## config.mk

```make
export PLATFORM = sky130hd
export DESIGN_NAME = program_loader
export DESIGN_NICKNAME = d
export VERILOG_FILES = /design/src/rtl/program_loader_pkg.sv /design/src/rtl/program_loader_byte_assembler.sv /design/src/rtl/program_loader.sv
export SDC_FILE = /design/constraint.sdc
export NUM_CORES = 1
export LEC_CHECK = 0
export CAP_MARGIN = 20
export CORE_MARGIN = 8
export CORE_UTILIZATION = 68
export DETAILED_ROUTE_END_ITERATION = 16
export DONT_BUFFER_PORTS = 1
export GPL_ROUTABILITY_DRIVEN = 1
export MAX_ROUTING_LAYER = met4
export PLACE_DENSITY = 0.93
export SKIP_CTS_REPAIR_TIMING = 1
export SLEW_MARGIN = 30
export SYNTH_ARGS = -nofsm -noshare
export SYNTH_HDL_FRONTEND = slang
export SYNTH_SLANG_ARGS = --single-unit
export TNS_END_PERCENT = 5
```

## constraint.sdc

```tcl
create_clock -name clock -period 6.63 [get_ports clock]
set_input_delay 1.326 -clock clock [delete_from_list [all_inputs] [get_ports clock]]
set_output_delay 1.326 -clock clock [all_outputs]
set_load 0.005 [all_outputs]
```

## src/rtl/program_loader_pkg.sv

```systemverilog
// Shared types and constants for the boot-time program loader.
package program_loader_pkg;

    typedef enum logic [2:0] {
        IDLE,
        HDR,
        LOAD,
        CSUM,
        RUN,
        ERR
    } state_e;

    localparam int unsigned HDR_BYTES      = 2;
    localparam int unsigned BYTES_PER_WORD = 4;
    localparam logic [7:0]  CSUM_INIT      = 8'h00;

endpackage

```

## src/rtl/program_loader_byte_assembler.sv

```systemverilog
// Packs accepted bytes into 32-bit big-endian words; first byte lands in the MSB.
module program_loader_byte_assembler
    import program_loader_pkg::*;
(
    input  logic        clock,
    input  logic        clear,
    input  logic        byte_valid_i,
    input  logic [7:0]  byte_i,
    input  logic        restart_i,
    output logic        last_byte_o,
    output logic        word_valid_o,
    output logic [31:0] word_o
);

    logic [1:0]  cnt_q;
    logic [23:0] shift_q;
    logic        word_valid_q;
    logic [31:0] word_q;

    // High while the next accepted byte completes a word.
    assign last_byte_o = (cnt_q == 2'(BYTES_PER_WORD - 1));

    // Shift bytes in; publish the word (one-cycle strobe) the cycle after its 4th byte.
    always_ff @(posedge clock) begin
        if (!clear) begin
            cnt_q        <= '0;
            shift_q      <= '0;
            word_valid_q <= 1'b0;
            word_q       <= '0;
        end else if (restart_i) begin
            // The last word stays visible so the write data holds between loads.
            cnt_q        <= '0;
            shift_q      <= '0;
            word_valid_q <= 1'b0;
        end else begin
            word_valid_q <= 1'b0;
            if (byte_valid_i) begin
                shift_q <= {shift_q[15:0], byte_i};
                cnt_q   <= cnt_q + 2'd1;
                if (last_byte_o) begin
                    word_q       <= {shift_q, byte_i};
                    word_valid_q <= 1'b1;
                end
            end
        end
    end

    assign word_valid_o = word_valid_q;
    assign word_o       = word_q;

endmodule

```

## src/rtl/program_loader.sv

```systemverilog
// Loads a checksummed big-endian program image into instruction memory and
// holds the datapath in clear until a complete, verified image is in place.
module program_loader
    import program_loader_pkg::*;
#(
    parameter int unsigned ADDR_WIDTH  = 8,
    parameter int unsigned COUNT_WIDTH = 16
) (
    input  logic        clock,
    input  logic        clear,
    input  logic        start,
    input  logic [7:0]  rx_data,
    input  logic        rx_valid,
    output logic        rx_ready,
    output logic        imem_write,
    output logic [31:0] imem_address,
    output logic [31:0] imem_write_data,
    output logic        cpu_clear,
    output logic        busy,
    output logic        done,
    output logic        error
);

    localparam int unsigned MaxWords = 1 << ADDR_WIDTH;

    state_e                 state_q;
    logic                   rx_ready_q;
    logic                   busy_q;
    logic                   done_q;
    logic                   error_q;
    logic                   cpu_clear_q;
    logic                   hdr_cnt_q;
    logic [7:0]             hdr_hi_q;
    logic [COUNT_WIDTH-1:0] word_count_q;
    logic [COUNT_WIDTH-1:0] word_index_q;
    logic [7:0]             csum_q;
    logic [31:0]            imem_address_q;

    logic        accept;
    logic        restart;
    logic        load_accept;
    logic        last_byte;
    logic        last_word;
    logic [15:0] hdr_count;
    logic        hdr_bad;

    assign accept      = rx_valid & rx_ready_q;
    assign restart     = start & ((state_q == IDLE) | (state_q == RUN) | (state_q == ERR));
    assign load_accept = accept & (state_q == LOAD);
    assign hdr_count   = {hdr_hi_q, rx_data};
    assign hdr_bad     = (hdr_count == 16'd0) || (32'(hdr_count) > MaxWords);
    assign last_word   = (word_index_q == word_count_q - COUNT_WIDTH'(1));

    program_loader_byte_assembler u_byte_assembler (
        .clock        (clock),
        .clear        (clear),
        .byte_valid_i (load_accept),
        .byte_i       (rx_data),
        .restart_i    (restart),
        .last_byte_o  (last_byte),
        .word_valid_o (imem_write),
        .word_o       (imem_write_data)
    );

    // Load sequencer; every status output is registered alongside the state.
    always_ff @(posedge clock) begin
        if (!clear) begin
            state_q        <= IDLE;
            rx_ready_q     <= 1'b0;
            busy_q         <= 1'b0;
            done_q         <= 1'b0;
            error_q        <= 1'b0;
            cpu_clear_q    <= 1'b1;
            hdr_cnt_q      <= 1'b0;
            hdr_hi_q       <= '0;
            word_count_q   <= '0;
            word_index_q   <= '0;
            csum_q         <= CSUM_INIT;
            imem_address_q <= '0;
        end else begin
            unique case (state_q)
                IDLE, RUN, ERR: begin
                    if (start) begin
                        state_q      <= HDR;
                        rx_ready_q   <= 1'b1;
                        busy_q       <= 1'b1;
                        done_q       <= 1'b0;
                        error_q      <= 1'b0;
                        cpu_clear_q  <= 1'b1;
                        hdr_cnt_q    <= 1'b0;
                        word_index_q <= '0;
                        csum_q       <= CSUM_INIT;
                    end
                end
                HDR: begin
                    if (accept) begin
                        if (hdr_cnt_q != 1'(HDR_BYTES - 1)) begin
                            hdr_hi_q  <= rx_data;
                            hdr_cnt_q <= 1'b1;
                        end else if (hdr_bad) begin
                            state_q    <= ERR;
                            rx_ready_q <= 1'b0;
                            busy_q     <= 1'b0;
                            error_q    <= 1'b1;
                        end else begin
                            state_q      <= LOAD;
                            word_count_q <= COUNT_WIDTH'(hdr_count);
                        end
                    end
                end
                LOAD: begin
                    if (accept) begin
                        csum_q <= csum_q ^ rx_data;
                        if (last_byte) begin
                            // Latched with the word so address and data stay paired.
                            imem_address_q <= 32'(word_index_q) << 2;
                            word_index_q   <= word_index_q + COUNT_WIDTH'(1);
                            if (last_word) begin
                                state_q <= CSUM;
                            end
                        end
                    end
                end
                CSUM: begin
                    if (accept) begin
                        rx_ready_q <= 1'b0;
                        busy_q     <= 1'b0;
                        if (rx_data == csum_q) begin
                            state_q     <= RUN;
                            done_q      <= 1'b1;
                            cpu_clear_q <= 1'b0;
                        end else begin
                            state_q <= ERR;
                            error_q <= 1'b1;
                        end
                    end
                end
                default: begin
                    state_q    <= IDLE;
                    rx_ready_q <= 1'b0;
                end
            endcase
        end
    end

    assign rx_ready     = rx_ready_q;
    assign imem_address = imem_address_q;
    assign cpu_clear    = cpu_clear_q;
    assign busy         = busy_q;
    assign done         = done_q;
    assign error        = error_q;

endmodule

```

==> results.md <==
- Cell variety after synth: 53
- RSZ-0062 raised after global routing: no
- First-pass GRT wire length: 23,700 µm
- Crit path DAT: 3310 ps
- Total core area: 8590 µm²
- Final Hold Viols: 0
- Root Buffer Master: clkbuf_8
- DP HPWL: 9340 µm
- Synth area leaders: dfxtp_1 45%, nand2_1 11%, a21boi_0 6.3%, xor2_1 4.1%, mux2i_1 3.0%
- Worst reg-to-reg path cell count: 9
- GRT Util Overall: 0.258
- Synth Instances: 715
- Worst hold path stage count: 2
- Port Buffers: 0
- Num CTS Buffers: 17
- Placement Setup Slack: 3490 ps
- Average cell area after synthesis: 8.29 µm²
- Seq/Total Area, Yosys: 0.446
- Initial antenna violation count: 0
- Largest net degree at the start of global routing: 94
- Worst hold path type: reg2reg
- Io pins: 82
- Die Ht: 109 µm
- Clock Tree Buf Depth: 2
- PwrDens: 317 nW/µm²
- Avg WL per Cell: 18.4 µm
- Maximum clock frequency: 351 MHz
- Crit end category: register
- Post-layout minimum cycle time: 2850 ps
- CTS H-tree depth: 4
- Commonest non-fill, non-tap cell in the layout: nand2_1
- Nets: 700
- Async S/R FF share, synth: 0
- FP Rows: 34
- Top cell type's share of synthesized area: 0.446
- Period utilisation layout: 0.430
- Clk_skew: 6.87 ps
- DR vias/cell: 6.15
- Total Wirelength: 14,800 µm
- Max-cap violation count: 0
- Critical path class: reg2reg
- Worst-margin pin slew: 807 ps
- Setup-failing EPs final: 0
- DR vias: 4,954
- Synth area leader: dfxtp_1
- Remaining DRCs: 0
- N_diodes: 0
- Post-synth design cell area: 5920 µm²
- Worst ir drop on vdd: 217 µV
- Synth Flop Type: dfxtp_1
- Final Power: 2.05 mW
- Worst skew pair latency: 530 ps
- Setup ws final: 3780 ps
- Drt first pass iters: 5
- Max-slew violations: 0
- Die Wd: 109 µm
- Vias in the first global route: 4,739
- Crit start category: register
- Synth Register Bits: 132
- Slew margin rel.: 0.461
- Clk sink count: 132
- Initial core utilization: 0.689
- Crit-path max FO: 10
- Hold_ws: 467 ps
- Critical path data required time: 7090 ps
- Status: complete, no violations
- Synth Warn #: 0
- Final ANT Viol Nets: 0
- Die ar.: 12,000 µm²
- Leakage: 2.37 nW
- Layout cell share with drive strength beyond 1: 0.0688
- Final setup TNS: 0 ps
- CTS clk-pin slew, worst paths: 60 ps
- Area Overhead vs Synth: 8.95%
- TritonCTS clock tree: built
- Post-synth EDFFs: 0
- Commonest cells after routing, fill and taps aside: 169 x nand2_1, 132 x dfxtp_1, 50 x a21boi_0
- Grt total ovfl: 0
- RePlAce Congestion: 0.896
- Initial drt markers: 536
[power by group]
group | total [mW] | switching (mW) | internal (mW)
Clock | 0.960 | 0.377 | 0.583
Combinational | 0.228 | 0.154 | 0.0739
Sequential | 0.860 | 0.0411 | 0.819
Total | 2.05 | 0.572 | 1.48
[per-stage QoR]
stage | cell area [µm²] | std cells | util
floorplan | 5980 | 730 | -
global placement | 5800 | 772 | 0.675
detailed placement | 5850 | 774 | 0.680
CTS | 6450 | 806 | 0.751
global route | 6450 | 806 | 0.751
finish | 6450 | 806 | 0.751
[cells by family after synthesis]
family	after synthesis	share of synthesized area
flops	132	0.446
compound gates	127	0.145
fa+ha+maj	3	0.00634
other cells	1	0.000633
xor+xnor	45	0.0665
buf+inv	76	0.0621
mux	19	0.0323
simple gates	312	0.241
[synthesized netlist by cell type, types with 16 or more instances]
library cell,instances
xor2_1,28
a21oi_1,28
nor2_1,42
buf_4,16
nand2_1,169
a21boi_0,50
nor2b_1,20
xnor2_1,17
mux2i_1,18
o21ai_0,22
dfxtp_1,132
clkbuf_1,44
[worst paths after layout]
kind	startpoint	end	slack, ps
max	word_count_q[0]	state_q[2]	3780
min	u_byte_assembler.shift_q[20]	u_byte_assembler.shift_q[20]	470
max reg2reg	word_count_q[0]	state_q[2]	3780
min reg2reg	u_byte_assembler.shift_q[20]	u_byte_assembler.shift_q[20]	470
[state kept, by name, summed over array words and instances, names as in the netlist]
name,cells
u_byte_assembler.word_o,32
u_byte_assembler.shift_q,24
imem_address,16
word_count_q,16
word_index_q,16
csum_q,8
hdr_hi_q,8
state_q,3
u_byte_assembler.cnt_q,2
busy,1
cpu_clear,1
done,1
error,1
hdr_cnt_q,1
rx_ready,1
u_byte_assembler.word_valid_o,1
[critical path, stage by stage, from the launching register on]
cell	delay (ps)
dfxtp_1	400
inv_1	100
ha_1	350
or4b_1	610
o21a_1	240
a211o_1	260
a31oi_1	200
nand4_1	220
nand4bb_1	290
o211ai_2	90
[layer usage]
layer | vias to the layer above | routed length (µm) | GRT usage
li1 | 2300 | - | -
met1 | 2352 | 5840 | 0.293
met2 | 253 | 7150 | 0.413
met3 | 49 | 1380 | 0.0680
met4 | 0 | 425 | 0.133
met5 | - | 0 | -
[cell type report]
type                    instances  area (µm²)
clock buffers                  17         414
repair buffers                  5        65.1
fillers                       556        2140
well taps                     108         135
flip-flops and latches        132        2640
clock inverters                15         194
multi-input cells             522        2980
inverters                       7        26.3
(Power assumes the default switching activity.)
